## src/rtl/w_ram_from_uart_if.sv

```systemverilog
// ---------------------------------------------------------------------------
// w_ram_from_uart_if
// Bundles the UART-side inputs and the RAM write-port outputs of the
// UART-to-RAM loader so the block and its users share one port list.
//   uart_rxd    : raw UART RX line (idle high, 8N1, LSB first)
//   ur_wr_start : level enable; low aborts and clears the loader
//   address     : RAM write address (equals the byte counter)
//   wr_data     : RAM write data
//   wr_en       : one-cycle RAM write strobe
//   frame_err   : one-cycle pulse on a bad stop bit
//   ur_wr_end   : held high once the full frame has been written
// Modports: master drives the UART/enable side, slave is the loader itself.
// ---------------------------------------------------------------------------
interface w_ram_from_uart_if #(
    parameter int ADDR_W = 15
);
    logic              uart_rxd;
    logic              ur_wr_start;
    logic [ADDR_W-1:0] address;
    logic [7:0]        wr_data;
    logic              wr_en;
    logic              frame_err;
    logic              ur_wr_end;

    modport master (
        output uart_rxd,
        output ur_wr_start,
        input  address,
        input  wr_data,
        input  wr_en,
        input  frame_err,
        input  ur_wr_end
    );

    modport slave (
        input  uart_rxd,
        input  ur_wr_start,
        output address,
        output wr_data,
        output wr_en,
        output frame_err,
        output ur_wr_end
    );
endinterface

```

## src/rtl/w_ram_from_uart.sv

```systemverilog
// ---------------------------------------------------------------------------
// w_ram_from_uart
// Receives a fixed-length byte stream on a UART RX line and writes each byte
// into RAM at consecutive addresses starting from 0. After FULL_NUMBER bytes
// the loader parks in DONE with ur_wr_end held high until ur_wr_start drops.
// Ports:
//   clk   : system clock
//   reset : synchronous, active-high reset
//   bus   : w_ram_from_uart_if.slave (UART input, enable, RAM write port)
// ---------------------------------------------------------------------------
module w_ram_from_uart #(
    parameter int CLK_FREQ    = 50000000,
    parameter int BAUD        = 115200,
    parameter int FULL_NUMBER = 2704,
    parameter int ADDR_W      = 15
) (
    input  logic                    clk,
    input  logic                    reset,
    w_ram_from_uart_if.slave        bus
);

    localparam int CPB  = CLK_FREQ / BAUD;
    localparam int HALF = CPB / 2;
    localparam int TW   = $clog2(CPB + 1);
    // One extra counter bit so the counter can hold FULL_NUMBER even when it
    // equals 2**ADDR_W.
    localparam int CW   = ADDR_W + 1;

    localparam logic [TW-1:0] HALF_LAST = TW'(HALF - 1);
    localparam logic [TW-1:0] BIT_LAST  = TW'(CPB - 1);
    localparam logic [CW-1:0] CNT_LAST  = CW'(FULL_NUMBER - 1);

    typedef enum logic [2:0] {
        IDLE,
        START,
        DATA,
        STOP,
        WRITE,
        DONE
    } state_t;

    state_t          state_q,     state_d;
    logic            sync1_q,     sync1_d;
    logic            rx_s_q,      rx_s_d;
    logic            rx_prev_q,   rx_prev_d;
    logic [TW-1:0]   timer_q,     timer_d;
    logic [2:0]      bit_idx_q,   bit_idx_d;
    logic [7:0]      shift_q,     shift_d;
    logic [CW-1:0]   count_q,     count_d;
    logic [7:0]      wr_data_q,   wr_data_d;
    logic            wr_en_q,     wr_en_d;
    logic            frame_err_q, frame_err_d;
    logic            ur_wr_end_q, ur_wr_end_d;

    always_comb begin
        state_d     = state_q;
        // Two-flop synchronizer plus one history flop for edge detection.
        // These run every cycle so a start edge is only ever seen as a fresh
        // 1->0 transition of the synchronized line.
        sync1_d     = bus.uart_rxd;
        rx_s_d      = sync1_q;
        rx_prev_d   = rx_s_q;
        timer_d     = timer_q;
        bit_idx_d   = bit_idx_q;
        shift_d     = shift_q;
        count_d     = count_q;
        wr_data_d   = wr_data_q;
        wr_en_d     = 1'b0;
        frame_err_d = 1'b0;
        ur_wr_end_d = ur_wr_end_q;

        if (!bus.ur_wr_start) begin
            // Disable overrides everything: drop any byte in flight and
            // rewind the counter so the next enable starts a fresh frame.
            state_d     = IDLE;
            timer_d     = '0;
            count_d     = '0;
            ur_wr_end_d = 1'b0;
        end else begin
            unique case (state_q)
                IDLE: begin
                    if (!ur_wr_end_q && rx_prev_q && !rx_s_q) begin
                        timer_d = '0;
                        state_d = START;
                    end
                end

                START: begin
                    // Re-check the line in the middle of the start bit to
                    // reject short glitches.
                    if (timer_q == HALF_LAST) begin
                        timer_d = '0;
                        if (!rx_s_q) begin
                            bit_idx_d = 3'd0;
                            state_d   = DATA;
                        end else begin
                            state_d = IDLE;
                        end
                    end else begin
                        timer_d = timer_q + TW'(1);
                    end
                end

                DATA: begin
                    if (timer_q == BIT_LAST) begin
                        timer_d            = '0;
                        shift_d[bit_idx_q] = rx_s_q;
                        if (bit_idx_q == 3'd7) begin
                            state_d = STOP;
                        end else begin
                            bit_idx_d = bit_idx_q + 3'd1;
                        end
                    end else begin
                        timer_d = timer_q + TW'(1);
                    end
                end

                STOP: begin
                    if (timer_q == BIT_LAST) begin
                        timer_d = '0;
                        if (rx_s_q) begin
                            // Strobe and data are registered here so they
                            // are presented together during WRITE.
                            wr_en_d   = 1'b1;
                            wr_data_d = shift_q;
                            state_d   = WRITE;
                        end else begin
                            frame_err_d = 1'b1;
                            state_d     = IDLE;
                        end
                    end else begin
                        timer_d = timer_q + TW'(1);
                    end
                end

                WRITE: begin
                    // address still shows the pre-increment count this cycle.
                    count_d = count_q + CW'(1);
                    if (count_q == CNT_LAST) begin
                        ur_wr_end_d = 1'b1;
                        state_d     = DONE;
                    end else begin
                        state_d = IDLE;
                    end
                end

                DONE: begin
                    // Parked until ur_wr_start drops; RX activity ignored.
                end

                default: state_d = IDLE;
            endcase
        end
    end

    always_ff @(posedge clk) begin
        if (reset) begin
            state_q     <= IDLE;
            sync1_q     <= 1'b1;
            rx_s_q      <= 1'b1;
            rx_prev_q   <= 1'b1;
            timer_q     <= '0;
            bit_idx_q   <= 3'd0;
            shift_q     <= 8'h00;
            count_q     <= '0;
            wr_data_q   <= 8'h00;
            wr_en_q     <= 1'b0;
            frame_err_q <= 1'b0;
            ur_wr_end_q <= 1'b0;
        end else begin
            state_q     <= state_d;
            sync1_q     <= sync1_d;
            rx_s_q      <= rx_s_d;
            rx_prev_q   <= rx_prev_d;
            timer_q     <= timer_d;
            bit_idx_q   <= bit_idx_d;
            shift_q     <= shift_d;
            count_q     <= count_d;
            wr_data_q   <= wr_data_d;
            wr_en_q     <= wr_en_d;
            frame_err_q <= frame_err_d;
            ur_wr_end_q <= ur_wr_end_d;
        end
    end

    assign bus.address   = count_q[ADDR_W-1:0];
    assign bus.wr_data   = wr_data_q;
    assign bus.wr_en     = wr_en_q;
    assign bus.frame_err = frame_err_q;
    assign bus.ur_wr_end = ur_wr_end_q;

endmodule

```

## src/flat_wrapper.sv

```systemverilog
// flat-port wrapper written by rule: the top's interface ports become plain ports
module w_ram_from_uart_flat 
#(
    parameter int CLK_FREQ    = 50000000,
    parameter int BAUD        = 115200,
    parameter int FULL_NUMBER = 2704,
    parameter int ADDR_W      = 15
)
  (clk, reset, bus_uart_rxd, bus_ur_wr_start, bus_address, bus_wr_data, bus_wr_en, bus_frame_err, bus_ur_wr_end);
  w_ram_from_uart_if #(.ADDR_W(ADDR_W)) bus_i ();
  input  logic clk;
  input  logic reset;
  input wire logic [$bits(bus_i.uart_rxd)-1:0] bus_uart_rxd;
  input wire logic [$bits(bus_i.ur_wr_start)-1:0] bus_ur_wr_start;
  output wire logic [$bits(bus_i.address)-1:0] bus_address;
  output wire logic [$bits(bus_i.wr_data)-1:0] bus_wr_data;
  output wire logic [$bits(bus_i.wr_en)-1:0] bus_wr_en;
  output wire logic [$bits(bus_i.frame_err)-1:0] bus_frame_err;
  output wire logic [$bits(bus_i.ur_wr_end)-1:0] bus_ur_wr_end;
  assign bus_i.uart_rxd = bus_uart_rxd;
  assign bus_i.ur_wr_start = bus_ur_wr_start;
  assign bus_address = bus_i.address;
  assign bus_wr_data = bus_i.wr_data;
  assign bus_wr_en = bus_i.wr_en;
  assign bus_frame_err = bus_i.frame_err;
  assign bus_ur_wr_end = bus_i.ur_wr_end;
  w_ram_from_uart #(.CLK_FREQ(CLK_FREQ), .BAUD(BAUD), .FULL_NUMBER(FULL_NUMBER), .ADDR_W(ADDR_W)) u_core (.clk(clk), .reset(reset), .bus(bus_i));
endmodule
```

## config.mk

```make
export PLATFORM = sky130hd
export DESIGN_NAME = w_ram_from_uart_flat
export DESIGN_NICKNAME = d
export VERILOG_FILES = /design/src/rtl/w_ram_from_uart_if.sv /design/src/rtl/w_ram_from_uart.sv /design/src/flat_wrapper.sv
export SDC_FILE = /design/constraint.sdc
export NUM_CORES = 1
export LEC_CHECK = 0
export BUFFER_PORTS_ARGS = -buffer_cell sky130_fd_sc_hd__buf_2
export CAP_MARGIN = 20
export CORE_AREA = 10 10 82 84
export CTS_BUF_LIST = sky130_fd_sc_hd__clkbuf_8
export CTS_CLUSTER_DIAMETER = 100
export DETAILED_ROUTE_END_ITERATION = 12
export DIE_AREA = 0 0 92 94
export HOLD_SLACK_MARGIN = 0.15
export PLACE_DENSITY = 0.77
export SLEW_MARGIN = 20
export SYNTH_ARGS = -nofsm -noshare
export SYNTH_HDL_FRONTEND = slang
export SYNTH_SLANG_ARGS = --single-unit
```

## constraint.sdc

```tcl
create_clock -name clk -period 2.2 [get_ports clk]
set_input_delay 0.44 -clock clk [delete_from_list [all_inputs] [get_ports clk]]
set_output_delay 0.44 -clock clk [all_outputs]
set_load 0.02 [all_outputs]
```

==> flow_results.org, run 1 <==
** STA
- Setup repair after global routing left no endpoint under its margin.
- Max-slew violation total from the final report :: 0
- For the pin with the worst max-slew slack, the measured transition is ~500 ps.
- In this run the tightest slew margin relative to its limit is approximately two thirds.
- Between clock sinks in the finished design, the worst skew comes to 8.60 ps.
- Final period utilization :: between 90% and 100%
- Once routing completed, OpenROAD measured the worst setup slack at 192 ps.
- The routed design could run at a clock period as short as 2010 ps.
- Based on the critical path, the design can be clocked at up to between 0.4 and 0.5 GHz.
- Setup-failing EPs final :: 0
- Fin Setup TNS :: 0 ps
- Fin Hold WS :: between 300 and 400 ps
- The hold violation count in the final report is 0.

** Cells and area
- Net count reported at finish :: between 300 and 400
- Share of layout cells above drive strength 1 :: 20.3%
- Compared with the post-synthesis result, the final layout area differs by 11.1%.
- Number of antenna repair diodes :: 0
- Leaving out fill and tap cells, the most frequent cell in the layout is sky130_fd_sc_hd__dfxtp_1.
- The top cell types in the final layout, fill and taps aside, are sky130_fd_sc_hd__dfxtp_1, sky130_fd_sc_hd__nand2_1, sky130_fd_sc_hd__buf_2.
- Layout Cell Area excl Fill :: between 3000 and 4000 um^2

** Placement
- After legalization and detailed placement, the total HPWL measured around 4.3 mm.
- Routability-driven placement finished with a final weighted congestion of ~0.9.
- During placement, the flow inserted port buffers numbering 29.
- Prior to clock tree synthesis, the placed netlist has a worst setup slack of 109 ps.
- Dpl cell area :: 2950 um^2

** Clocking
- Clock tree synthesis inserted a total of 5 buffers.
- Clock latency reported for the late side of the worst-skew pair :: 300 ps
- H-tree depth reported by CTS :: 2
- Clock-pin transition on the worst setup and hold timing paths :: around 100 ps
- Clock tree from TritonCTS :: built
- Root Buffer Master :: sky130_fd_sc_hd__clkbuf_8
- Buffers from clock root to sink, at most :: 2
- Counting every sink on the clock net gives 53.

** Die
- Vert. Die Dim :: about 94 um
- Count of boundary I/O pins :: 30
- Starting utilization of the core area :: a little over half
- The floorplan step set the die width to 92 um.
- Floorplan row count :: 26
- Core area :: slightly above 5000 um^2
- Overall die area :: a little under 9000 um^2

** Worst hold path
- The min-delay analysis places its worst path in the category in2reg.

** Yosys
- Each instance of the synthesized netlist takes up on average around 8.4 um^2.
- Post-Syn Area :: between 2000 and 3000 um^2
- Number of flops mapped to enable cells by yosys :: 0
- During synthesis, Yosys emitted a total of 0 warnings.
- Number of flip-flops and latches in the synthesized netlist :: 53
- Cell count after synthesis :: between 300 and 400
- Distinct cells, synth :: between 50 and 60
- Commonest register cell after synthesis :: sky130_fd_sc_hd__dfxtp_1
- Post-synth net total :: 338
- Async set-reset flop share out of synthesis :: 0%
- Sequential element share of the synthesized area :: between 30% and 40%

** Run
- Max-cap violations in this run came to 0.

** Drt
- For this run, the detailed router's first-pass iteration total came to 4.
- Wires add up to ~6 mm.
- The final route contains ~2,400 vias.
- Routed via count divided by cell count :: 5.71
- Number of nets still failing antenna checks after routing :: 0
- Dividing the detail-routed wire length by the instance count gives roughly 14 um.
- For this run, design rule violations remaining after detail routing come to 0.
- After the first detailed-routing iteration, the DRC count stood at 165.

** Worst setup path
- Critical path endpoint category :: register
- The worst setup path is launched from a register.
- Critical path class :: reg2reg
- Arrival time worst endpoint :: 2240 ps
- Setup slack of the most critical reg-to-reg path :: 190 ps
- STA puts the critical path data required time at 2440 ps.
- In this run the worst path has a maximum fanout of 7.

** Global route
- Antenna violations before repair :: 0
- Pin count of the biggest net entering global routing :: 18
- Summed over all layers, the global routing overflow is 0.
- Wire length of the first global-routing pass :: about 10 mm
- Via count of the first global-routing pass :: 2,226
- Across every metal layer, demand over resource in global routing totals between 10 and 15%.

** Power and ir drop
- Across the VDD grid, the largest voltage drop is 358 uV.
- Power Density :: roughly 500 nW/um^2
- The analysis attributes to cell leakage a power of around 1.2 nW.

** Status
- Run status :: completed
layout make-up:
cell class / count / area [um^2]
Clock inverter: 3 / 21.3
Inverter: 7 / 26.3
Clock buffer: 5 / 68.8
Multi-Input combinational cell: 238 / 1490
Tap cell: 70 / 87.6
Fill cell: 467 / 2020
Timing Repair Buffer: 49 / 295
Sequential cell: 53 / 1060
repair_timing:
action / 4_1_cts / 5_1_grt
buffers inserted: 0 / 1
resized for setup: 0 / 4
endpoints found under the setup margin: 0 / 6
hold buffers: 0 / 0
synth_stat cells, types with 5 or more instances:
library cell	number	area (um^2)
sky130_fd_sc_hd__dfxtp_1	53	1060
sky130_fd_sc_hd__nand2_1	46	173
sky130_fd_sc_hd__a21oi_1	25	125
sky130_fd_sc_hd__nand3_1	21	105
sky130_fd_sc_hd__buf_4	16	120
sky130_fd_sc_hd__nor2_1	14	52.6
sky130_fd_sc_hd__mux2i_1	11	110
sky130_fd_sc_hd__clkbuf_1	9	33.8
sky130_fd_sc_hd__nand4_1	9	56.3
sky130_fd_sc_hd__nor2b_1	8	50.1
sky130_fd_sc_hd__inv_1	7	26.3
sky130_fd_sc_hd__o22ai_1	7	43.8
sky130_fd_sc_hd__ha_1	6	75.1
sky130_fd_sc_hd__nor3b_1	6	45.0
sky130_fd_sc_hd__nor4_1	6	37.5
sky130_fd_sc_hd__o21ai_0	6	30.0
sky130_fd_sc_hd__and2_1	5	31.3
sky130_fd_sc_hd__and3_1	5	31.3
sky130_fd_sc_hd__nor3_1	5	25.0
state kept, by name, summed over array words and instances, names as in the netlist:
name	cells
u_core.rx_s_d	1
u_core.timer_q	9
u_core.rx_prev_d	1
u_core.bus.wr_data	8
u_core.rx_prev_q	1
u_core.bit_idx_q	3
u_core.state_q	3
u_core.count_q	16
u_core.bus.ur_wr_end	1
u_core.bus.wr_en	1
u_core.bus.frame_err	1
u_core.shift_q	8
through the flow:
step	power, mW	cells	utilization (%)
finish	1.56	425	60.2
global route	1.60	425	60.2
CTS	1.58	424	59.8
detailed placement	1.04	416	58.1
global placement	1.04	416	58.1
floorplan	1.02	328	-
cells by family (layout without fill, tap and decap cells):
kind of cell | count (synthesis) | after routing | synth area share [%]
and+or+nand+nor | 156 | 156 | 31.6
AOI/OAI and AO/OA | 56 | 56 | 12.7
DFF | 53 | 53 | 38.6
buffers and inverters | 37 | 64 | 7.46
muxes | 12 | 12 | 4.41
xor gates and xnor gates | 8 | 8 | 2.55
adders and majority gates | 6 | 6 | 2.73
report_power, final:
part           total, mW  switching (mW)  internal, mW
Clock              0.546           0.319         0.226
Sequential         0.962        0.000974         0.961
Combinational     0.0517          0.0345        0.0172
layer usage:
metal	track usage, %	part of all wire, %
met1	17.8	48
met2	21.4	45
met3	3.44	5.3
met4	4.50	1.6
met5	0	0
path summary, 6_finish.rpt:
kind,from,to,depth (start not counted)
worst min register to register,u_core.rx_s_d$_SDFF_PP1_,u_core.rx_prev_d$_SDFF_PP1_,1
worst min-delay path,bus_uart_rxd,u_core.rx_s_d$_SDFF_PP1_,2
worst max register to register,u_core.state_q[1]$_SDFFE_PP0P_,u_core.count_q[14]$_SDFFE_PP0N_,4
worst max-delay path,u_core.state_q[1]$_SDFFE_PP0P_,u_core.count_q[14]$_SDFFE_PP0N_,4
critical path, cell delays in order (launching register included):
cell                      delay [ps]
sky130_fd_sc_hd__dfxtp_1         360
sky130_fd_sc_hd__or3b_1          410
sky130_fd_sc_hd__or3_1           480
sky130_fd_sc_hd__or4_1           540
sky130_fd_sc_hd__a21oi_1         150
(Power assumes the default switching activity.)
==> inputs of run 2 (changes only) <==
--- a/config.mk
+++ b/config.mk
@@ -7,13 +7,15 @@
 export LEC_CHECK = 0
 export BUFFER_PORTS_ARGS = -buffer_cell sky130_fd_sc_hd__buf_2
 export CAP_MARGIN = 20
-export CORE_AREA = 10 10 82 84
+export CELL_PAD_IN_SITES_DETAIL_PLACEMENT = 0
+export CELL_PAD_IN_SITES_GLOBAL_PLACEMENT = 1
+export CORE_AREA = 10 10 93 95
 export CTS_BUF_LIST = sky130_fd_sc_hd__clkbuf_8
 export CTS_CLUSTER_DIAMETER = 100
 export DETAILED_ROUTE_END_ITERATION = 12
-export DIE_AREA = 0 0 92 94
+export DIE_AREA = 0 0 103 105
 export HOLD_SLACK_MARGIN = 0.15
-export PLACE_DENSITY = 0.77
+export PLACE_DENSITY_LB_ADDON = 0.1
 export SLEW_MARGIN = 20
 export SYNTH_ARGS = -nofsm -noshare
 export SYNTH_HDL_FRONTEND = slang
==> run 2 against run 1 <==
Sequential share of layout area shrank 0.20 points. Worst hold slack got worse by 17 ps. Routed wire length increased by 15%. Clock skew decreased by 1.3 ps. Clock power grew 2%. Register-to-register slack got worse by 120 ps. Fmax is 5.5% lower. Sequential power hardly changed. Global-route usage fell by 1.0 points. Final cell count rose by 2.8%. Count of clock-buffer cells in the layout stayed put. First-iteration DRC count fell by 21%. Largest cell class unchanged.
==> flow_results.org, run 2 (same netlist as run 1, synthesis figures left out) <==
** Status
- Run status :: completed (unchanged)

** Clocking
- Cts bufs inserted :: 5 (unchanged)
- The clock root buffer master is sky130_fd_sc_hd__clkbuf_8 (unchanged).
- The count of H-tree levels built during CTS was 2 (unchanged).
- The count of clock tree sinks is 53 (unchanged).
- The buffers inserted during post-CTS setup optimization came to 0 (unchanged).
- The clock slew seen by the registers of the worst setup and hold paths was 100 ps (about the same).
- Clock tree from TritonCTS :: built (unchanged)
- Buffers from clock root to sink, at most :: 2 (unchanged)
- The quantity of hold-fixing buffers added after cts came to 0 (unchanged).
- The count of instances resized after the clock tree is built is 0 (unchanged).
- Clock latency reported for the late side of the worst-skew pair :: 310 ps (was 300 ps)

** STA
- The final cycle utilization of the critical path is 96.5% (was 91.3%).
- Worst setup slack after layout :: 76.0 ps (was 192 ps)
- Setup-failing EPs final :: 0 (unchanged)
- Setup repair after global routing missed its margin :: true (was false)
- Worst Tran Pin Value :: 480 ps (was 495 ps)
- The worst relative slew slack was 67.7% (was 66.9%).
- Clock skew :: 7.33 ps (was 8.60 ps)
- The max-slew violation total from the final report is 0 (unchanged).
- The clock period minus worst slack came to 2120 ps (was 2010 ps).
- Final count of hold timing violations :: 0 (unchanged)
- The minimum hold slack is 311 ps (was 328 ps).
- The peak clock frequency supported by timing was 0.471 GHz (was 0.498 GHz).

** Worst hold path
- The capture endpoint of the worst hold path is u_core.rx_s_d$_SDFF_PP1_ (unchanged).
- Classification of the worst-slack hold path :: in2reg (unchanged)
- Hold path startpoint :: bus_uart_rxd (unchanged)
- Cell depth of the worst hold path :: 2 (unchanged)

** Power and ir drop
- Power Density :: 514 nW/um^2 (was 511 nW/um^2)
- The maximum resistive drop on vdd came to 266 uV (was 358 uV).
- Leakage component of the power :: 1.23 nW (about the same)
- The sum of internal, switching and leakage power was 1.58 mW (was 1.56 mW).

** Worst setup path
- Gate family responsible for the most delay along the worst path :: simple AND/OR/NAND/NOR gates (unchanged)
- Setup slack of the most critical reg-to-reg path :: 80 ps (was 190 ps)
- The classification of the worst setup path was reg2reg (unchanged).
- Arrival time worst endpoint :: 2330 ps (was 2240 ps)
- The startpoint of the most critical register-to-register path is u_core.timer_q[1]$_SDFFE_PP0P_ (was u_core.state_q[1]$_SDFFE_PP0P_).
- Worst stage delay on the critical path :: 590 ps (was 540 ps)
- Largest fanout on the critical path :: 4 (was 7)
- The capturing point of the worst reg2reg path was u_core.bit_idx_q[0]$_SDFFE_PP0P_ (was u_core.count_q[14]$_SDFFE_PP0N_).
- Critical path endpoint category :: register (unchanged)
- Slowest cell on the critical path :: sky130_fd_sc_hd__or4b_2 (was sky130_fd_sc_hd__or4_1)
- The logic depth of the worst register-to-register path was 6 (was 4).
- Number of buffer and inverter stages on the critical path :: 1 (was 0)
- Startpoint Class :: register (unchanged)
- Cell chain of the critical path: inv_1 -> ha_1 -> or4b_2 -> o31a_1 -> nor3b_2 -> mux2_2 (was or3b_1 -> or3_1 -> or4_1 -> a21oi_1).
- The required time at the worst-slack endpoint is 2410 ps (was 2440 ps).

** Die
- The count of boundary I/O pins is 30 (unchanged).
- Starting utilization of the core area :: 40.7% (was 54.2%)
- Overall die area :: 10,800 um^2 (was 8650 um^2)
- Floorplan row count :: 30 (was 26)
- The die height is 105 um (was 94 um).
- Die extent in x :: 103 um (was 92 um)
- Core area :: 6760 um^2 (was 5070 um^2)

** Placement
- Dpl cell area :: 2980 um^2 (was 2950 um^2)
- Dpl ws :: 83.4 ps (was 109 ps)
- Gp weighted congestion :: 0.809 (was 0.894)
- The estimated wirelength of the detail-placed design was 4.84 mm (was 4.35 mm).
- The number of port buffers was 29 (unchanged).

** Global route
- Antenna violations before repair :: 0 (unchanged)
- Global route overflow :: 0 (unchanged)
- The first-pass GRT wire length came to 11.3 mm (was 10.1 mm).
- The all-layer global routing usage came to 12.6% (was 13.6%).
- The maximum number of pins on one net before global-route repair was 17 (was 18).
- Via count of the first global-routing pass :: 2,303 (was 2,226)

** Cells and area
- Area added between synthesis and finish :: 11.6% (was 11.1%)
- Register with the most flip-flops :: u_core.count_q (unchanged)
- The cell area after layout was 3070 um^2 (was 3050 um^2).
- The flip-flop count of the largest register after layout is 16 (unchanged).
- Most frequent cells in the layout: sky130_fd_sc_hd__dfxtp_1, sky130_fd_sc_hd__nand2_1, sky130_fd_sc_hd__buf_2 (unchanged).
- The post-layout net count is 366 (was 364).
- Largest registers: u_core.count_q: 16 flops, u_core.timer_q: 9 flops (unchanged).
- The most common cell after layout, fill and taps aside is sky130_fd_sc_hd__dfxtp_1 (unchanged).
- Share of layout cells above drive strength 1 :: 19.9% (was 20.3%)
- The number of antenna diodes is 0 (unchanged).

** Drt
- The detailed-route wire length per cell came to 15.6 um (was 14.0 um).
- Routed via count divided by cell count :: 5.47 (was 5.71)
- Residual DRC :: 0 (unchanged)
- The number of detailed-route iterations in the first pass is 5 (was 4).
- Detailed-route wire length :: 6.81 mm (was 5.95 mm)
- The DRC violation total after the first TritonRoute iteration was 130 (was 165).
- Number of nets still failing antenna checks after routing :: 0 (unchanged)
- The number of vias after detailed routing was 2,389 (was 2,425).

** Run
- Maximum Capacitance Violations :: 0 (unchanged)
-- run 2: routing by layer --
metal  share of wire (%)  track usage, %
met1                  53            18.7
met2                  42            17.6
met3                 3.3            2.70
met4                 1.2            3.48
met5                   0               0
-- run 2: layout make-up --
class                           instances  area [um^2]
Clock buffer                            5         68.8
Clock inverter                          3         17.5
Fill cell                             694         3690
Inverter                                7         26.3
Multi-Input combinational cell        238         1480
Sequential cell                        53         1060
Tap cell                               80          100
Timing Repair Buffer                   51          310
-- run 2: how the worst max path moves through the flow --
stage	startpoint	endpoint	slack, ps	cells past startpoint
4_1_cts	u_core.timer_q[1]$_SDFFE_PP0P_	u_core.bit_idx_q[0]$_SDFFE_PP0P_	50	6
3_5_place_dp	u_core.timer_q[1]$_SDFFE_PP0P_	u_core.bit_idx_q[0]$_SDFFE_PP0P_	80	6
5_1_grt	u_core.timer_q[1]$_SDFFE_PP0P_	u_core.state_q[1]$_SDFFE_PP0P_	-10	7
2_1_floorplan	u_core.timer_q[0]$_SDFFE_PP0P_	u_core.bit_idx_q[0]$_SDFFE_PP0P_	90	6
6_report	u_core.timer_q[1]$_SDFFE_PP0P_	u_core.bit_idx_q[0]$_SDFFE_PP0P_	80	6
3_3_place_gp	u_core.timer_q[1]$_SDFFE_PP0P_	u_core.bit_idx_q[0]$_SDFFE_PP0P_	130	6
-- run 2: power by group --
| part | internal (mW) | switching [mW] | total, mW |
|---|---|---|---|
| logic | 0.0184 | 0.0363 | 0.0547 |
| registers | 0.961 | 0.00208 | 0.964 |
| clock network | 0.221 | 0.338 | 0.559 |
-- run 2: metrics by stage --
stage          std cells  utilization (%)  TNS (ps)
6_report             437             45.4         0
5_1_grt              437             45.4     -24.0
2_1_floorplan        328                -         0
3_5_place_dp         429             44.1         0
4_1_cts              437             45.4         0
3_3_place_gp         429             44.1         0
